--- config.mk ---
export PLATFORM = sky130hd
export DESIGN_NAME = usb_rx_packet_ctrl
export DESIGN_NICKNAME = d
export VERILOG_FILES = /design/src/rtl/usb_rx_packet_ctrl.sv
export SDC_FILE = /design/constraint.sdc
export NUM_CORES = 1
export LEC_CHECK = 0
export BUFFER_PORTS_ARGS = -buffer_cell sky130_fd_sc_hd__buf_2
export CAP_MARGIN = 20
export CORE_UTILIZATION = 55
export DETAILED_ROUTE_END_ITERATION = 7
export HOLD_SLACK_MARGIN = 0.08
export PLACE_DENSITY = 0.78
export SLEW_MARGIN = 20
export SYNTH_ARGS = -nofsm -noshare
export SYNTH_HDL_FRONTEND = slang
export SYNTH_SLANG_ARGS = --single-unit
export TNS_END_PERCENT = 10
--- constraint.sdc ---
create_clock -name clk -period 4.57 [get_ports clk]
set_clock_uncertainty 0.15 [all_clocks]
set_input_delay 1.1425 -clock clk [delete_from_list [all_inputs] [get_ports clk]]
set_output_delay 1.1425 -clock clk [all_outputs]
set_load 0.05 [all_outputs]
--- src/rtl/usb_rx_packet_ctrl.sv ---
// Receive-side USB packet framer: detects start, checks SYNC and PID complement,
// counts post-SYNC bytes and forwards each one to PID decode as a write strobe.
module usb_rx_packet_ctrl #(
  parameter int unsigned MAX_BYTES = 67,
  parameter logic [7:0]  SYNC_BYTE = 8'h80
) (
  input  logic       clk,
  input  logic       n_rst,
  input  logic       d_edge,
  input  logic       shift_enable,
  input  logic       byte_received,
  input  logic [7:0] rcv_data,
  input  logic       eop,
  output logic       rcving,
  output logic       w_enable,
  output logic [7:0] w_data,
  output logic [3:0] rx_pid,
  output logic       packet_done,
  output logic       r_error
);

  localparam int unsigned CNT_W = $clog2(MAX_BYTES + 1);

  typedef enum logic [3:0] {
    IDLE, WAIT_SYNC, CHECK_SYNC, WAIT_PID, CHECK_PID,
    RCV, STORE, DONE, ERR, EIDLE
  } state_t;

  state_t           state, next_state;
  logic [7:0]       data_q;
  logic [2:0]       bit_cnt;
  logic [CNT_W-1:0] byte_cnt;
  logic             eop_q;

  logic start_c, pid_ok_c, overflow_c, end_ok_c;
  logic wr_c, pid_c, done_c, err_set_c;

  // Status terms shared by next-state and output logic
  assign pid_ok_c   = (data_q[7:4] == ~data_q[3:0]);
  assign overflow_c = (byte_cnt >= CNT_W'(MAX_BYTES));
  assign end_ok_c   = (bit_cnt == 3'd0) && (byte_cnt != '0);
  assign start_c    = (state == IDLE) && d_edge;

  always_ff @(posedge clk or negedge n_rst) begin
    if (!n_rst) state <= IDLE;
    else        state <= next_state;
  end

  // Next state; an EOP that arrives with byte_received is honoured one cycle later via eop_q
  always_comb begin
    next_state = state;
    case (state)
      IDLE:       if (d_edge) next_state = WAIT_SYNC;
      WAIT_SYNC:  if (byte_received) next_state = CHECK_SYNC;
                  else if (eop)      next_state = end_ok_c ? DONE : ERR;
      CHECK_SYNC: if (data_q != SYNC_BYTE || eop_q) next_state = eop_q ? EIDLE : ERR;
                  else                              next_state = WAIT_PID;
      WAIT_PID:   if (byte_received) next_state = CHECK_PID;
                  else if (eop)      next_state = end_ok_c ? DONE : ERR;
      CHECK_PID:  if (!pid_ok_c) next_state = eop_q ? EIDLE : ERR;
                  else           next_state = eop_q ? DONE : RCV;
      RCV:        if (byte_received) next_state = STORE;
                  else if (eop)      next_state = end_ok_c ? DONE : ERR;
      STORE:      if (overflow_c) next_state = eop_q ? EIDLE : ERR;
                  else            next_state = eop_q ? DONE : RCV;
      DONE:       next_state = IDLE;
      ERR:        if (eop || eop_q) next_state = EIDLE;
      EIDLE:      if (shift_enable) next_state = IDLE;
      default:    next_state = IDLE;
    endcase
  end

  // Output decode; results are registered below
  always_comb begin
    wr_c      = 1'b0;
    pid_c     = 1'b0;
    done_c    = (next_state == DONE);
    err_set_c = (next_state == ERR) || (next_state == EIDLE);
    case (state)
      CHECK_PID: begin
        wr_c  = pid_ok_c;
        pid_c = pid_ok_c;
      end
      STORE:   wr_c = !overflow_c;
      default: ;
    endcase
  end

  // Byte latch, bit/byte counters and the one-cycle EOP memory
  always_ff @(posedge clk or negedge n_rst) begin
    if (!n_rst) begin
      data_q   <= '0;
      bit_cnt  <= '0;
      byte_cnt <= '0;
      eop_q    <= 1'b0;
    end else begin
      eop_q <= eop;
      if (byte_received) data_q <= rcv_data;
      if (start_c || byte_received) bit_cnt <= '0;
      else if (shift_enable)        bit_cnt <= bit_cnt + 3'd1;
      if (start_c)   byte_cnt <= '0;
      else if (wr_c) byte_cnt <= byte_cnt + CNT_W'(1);
    end
  end

  always_ff @(posedge clk or negedge n_rst) begin
    if (!n_rst) begin
      rcving      <= 1'b0;
      w_enable    <= 1'b0;
      w_data      <= '0;
      rx_pid      <= '0;
      packet_done <= 1'b0;
      r_error     <= 1'b0;
    end else begin
      rcving      <= (next_state != IDLE);
      w_enable    <= wr_c;
      packet_done <= done_c;
      if (wr_c)  w_data <= data_q;
      if (pid_c) rx_pid <= data_q[3:0];
      if (start_c)        r_error <= 1'b0;
      else if (err_set_c) r_error <= 1'b1;
    end
  end

endmodule

==> results.txt <==
outcome: finished, final reports clean
delay-heaviest family, CP: simple AND/OR/NAND/NOR gates
fmax: 347 MHz
met3 routed WL: 211 um
Clock Tree Buf Depth: 2
slowest cell on the critical path: or4_1
die area: 3590 um^2
RSZ-0062 raised after global routing: no
Buf/Inv on CP: 0
final hold vios: 0
Setup crit start kind: register
relative slew slack: 0.381
Detailed Place HPWL: 2600 um
largest net degree at the start of global routing: 40
routed via count: 1,399
Hold Buf Count CTS: 0
CP Data Arrival Time: 3.01 ns
final core occ: 0.665
worst min path class: register to register
antenna violations before repair: 0
CTS tree: done
Syn Std Cell Area: 1850 um^2
Mapped Avg Cell Area: 11.5 um^2
Fillers: 267
P&R area growth vs syn: 12.6%
Critical Path RT: 4.69 ns
row cnt: 20
Tcrit/Tclk final: 0.631
commonest non-fill, non-tap cell in the layout: dfrtp_1
number of global-route vias before repair: 1,301
Post-Route WL: 3630 um
Distinct cells, synth: 45
met2 wire len: 1810 um
Synth Warn #: 0
Inserted Diodes: 0
final number of max-transition violations: 0
Mapped Nets: 178
Routed Antenna Nets: 0
FFs w/ async S/R, synth: 1.00
Die Width: 59.9 um
core area: 3130 um^2
Top Layer Used: met4
CTS Buf Count: 5
register area share after synthesis: 0.528
share of layout cells above drive strength 1: 0.318
routed length per instance: 15.4 um
global-route wire length before repair: 5760 um
Reg2Reg Setup Slack: 1.69 ns
min Tclk post-route: 2.88 ns
Power Dens Cells: 554 nW/um^2
MaxCap Viol Count: 0
HP Start: rx_pid[3]
Cells after Synth: 160
peak supply drop: 271 uV
clock-pin slew on the worst setup and hold paths: 0.12 ns
Die Ht: 59.9 um
Leak: 1.03 nW
Seq cells post-synth: 39
DR pass1 iterations: 5
root buf cell: clkbuf_4
WL met1: 1550 um
Clock Latency Late Sink: 0.35 ns
crit path kind: register to register
area taken by flip-flops and latches: 976 um^2
CTS Sinks: 39
DRC Markers: 0
reg2reg path depth: 5
most frequent cells in the layout: 39 x dfrtp_1, 29 x buf_2, 20 x mux2_2
Min-Delay Path Depth: 1
worst reg2reg endpoint: byte_cnt[6]
post-synth top area share: 0.528
Port Buffers: 29
CP Max Fanout: 24
Final GP Congestion: 0.872
ys flop type: dfrtp_1
drt via density: 5.93
IO Pins: 30
Post-synth EDFFs: 0
area of the multi-input gates: 813 um^2
R2R Path Start: byte_cnt[2]
area leader, netlist: dfrtp_1
Final setup violation count: 0
post-CTS sizing: 0
GR Util All Layers: 0.223
# nets final: 209
Initial Utilization: 0.590
Setup Total Neg Slack: 0 ns
Worst Setup End Kind: register
worst path cell trace: or4_4 > o31a_1 > o22a_1 > or4_1 > a21oi_1
H-tree levels: 2
Worst path max stage delay: 0.60 ns
Overflow after GRT: 0
Worst Hold Path EP: rx_pid[3]
initial drt markers: 68
Least-Margin Pin Slew: 0.928 ns
setup bufs post-CTS: 0
largest cells by area after synthesis: dfrtp_1 53%, mux2_2 12%, ha_1 2.7%
[worst max-delay path by stage]
| stage | startpoint | endpoint | slack, ns | cells after the start |
|---|---|---|---|---|
| after global routing | byte_cnt[2] | byte_cnt[6] | 1.56 | 5 |
| after global placement | byte_cnt[2] | byte_cnt[6] | 1.83 | 5 |
| after CTS | byte_cnt[2] | byte_cnt[6] | 1.71 | 5 |
| final | byte_cnt[2] | byte_cnt[6] | 1.69 | 5 |
| after floorplan | byte_cnt[2] | byte_cnt[6] | 2.25 | 5 |
| after detailed placement | byte_cnt[2] | byte_cnt[6] | 1.75 | 5 |
[layer usage]
metal | track usage | up-vias
met5 | 0 | -
met4 | 0.106 | 0
met3 | 0.0649 | 8
met2 | 0.373 | 53
met1 | 0.261 | 698
li1 | - | 640
[per-stage QoR]
stage | power, mW | hold slack, ns | setup WS (ns) | std cells | cell area, um^2
global placement | 0.971 | 0.317 | 1.83 | 228 | 2030
global route | 1.21 | 0.378 | 1.56 | 236 | 2080
finish | 1.15 | 0.361 | 1.69 | 236 | 2080
detailed placement | 0.991 | 0.343 | 1.75 | 228 | 2030
floorplan | 0.866 | 0.322 | 2.25 | 160 | 1850
CTS | 1.16 | 0.368 | 1.71 | 236 | 2080
[cells by family (layout without fill, tap and decap cells)]
family / count (synthesis) / count (layout) / synth area share
xor gates and xnor gates: 7 / 7 / 0.0332
adders and majority gates: 4 / 4 / 0.0271
AOI/OAI and AO/OA: 27 / 27 / 0.105
muxes: 23 / 23 / 0.138
DFF: 39 / 39 / 0.528
and+or+nand+nor: 45 / 45 / 0.137
buffers and inverters: 15 / 47 / 0.0312
[synth_stat cells, drive strengths merged, types with 2 or more instances]
master  number
a211o        2
a21boi       2
a21oi        7
buf          2
clkbuf       3
dfrtp       39
ha           4
inv         10
mux2        20
mux2i        3
nand2        6
nand2b       4
nand3        4
nand4        4
nor2         8
nor3         4
o21ai        3
o31ai        2
or3          3
or4          2
xnor2        3
xor2         4
[report_power, final]
part | leakage [nW] | internal [mW] | switching [mW] | total, mW
Clock | 0.0347 | 0.0572 | 0.110 | 0.167
Combinational | 0.493 | 0.156 | 0.336 | 0.493
Sequential | 0.506 | 0.427 | 0.0652 | 0.492
Total | 1.03 | 0.641 | 0.511 | 1.15
[state kept, by name (all words and copies together), names as in the netlist, 3 cells and up]
signal	count
bit_cnt	3
byte_cnt	7
data_q	8
rx_pid	4
state	4
w_data	8
[area by class of cell]
type,instances,area share
Tap cell,44,0.0265
Timing Repair Buffer,29,0.0698
Multi-Input combinational cell,106,0.391
Clock inverter,3,0.00722
Inverter,10,0.0181
Sequential cell,39,0.469
Clock buffer,5,0.0181
Power figures use the tool's default switching activity.
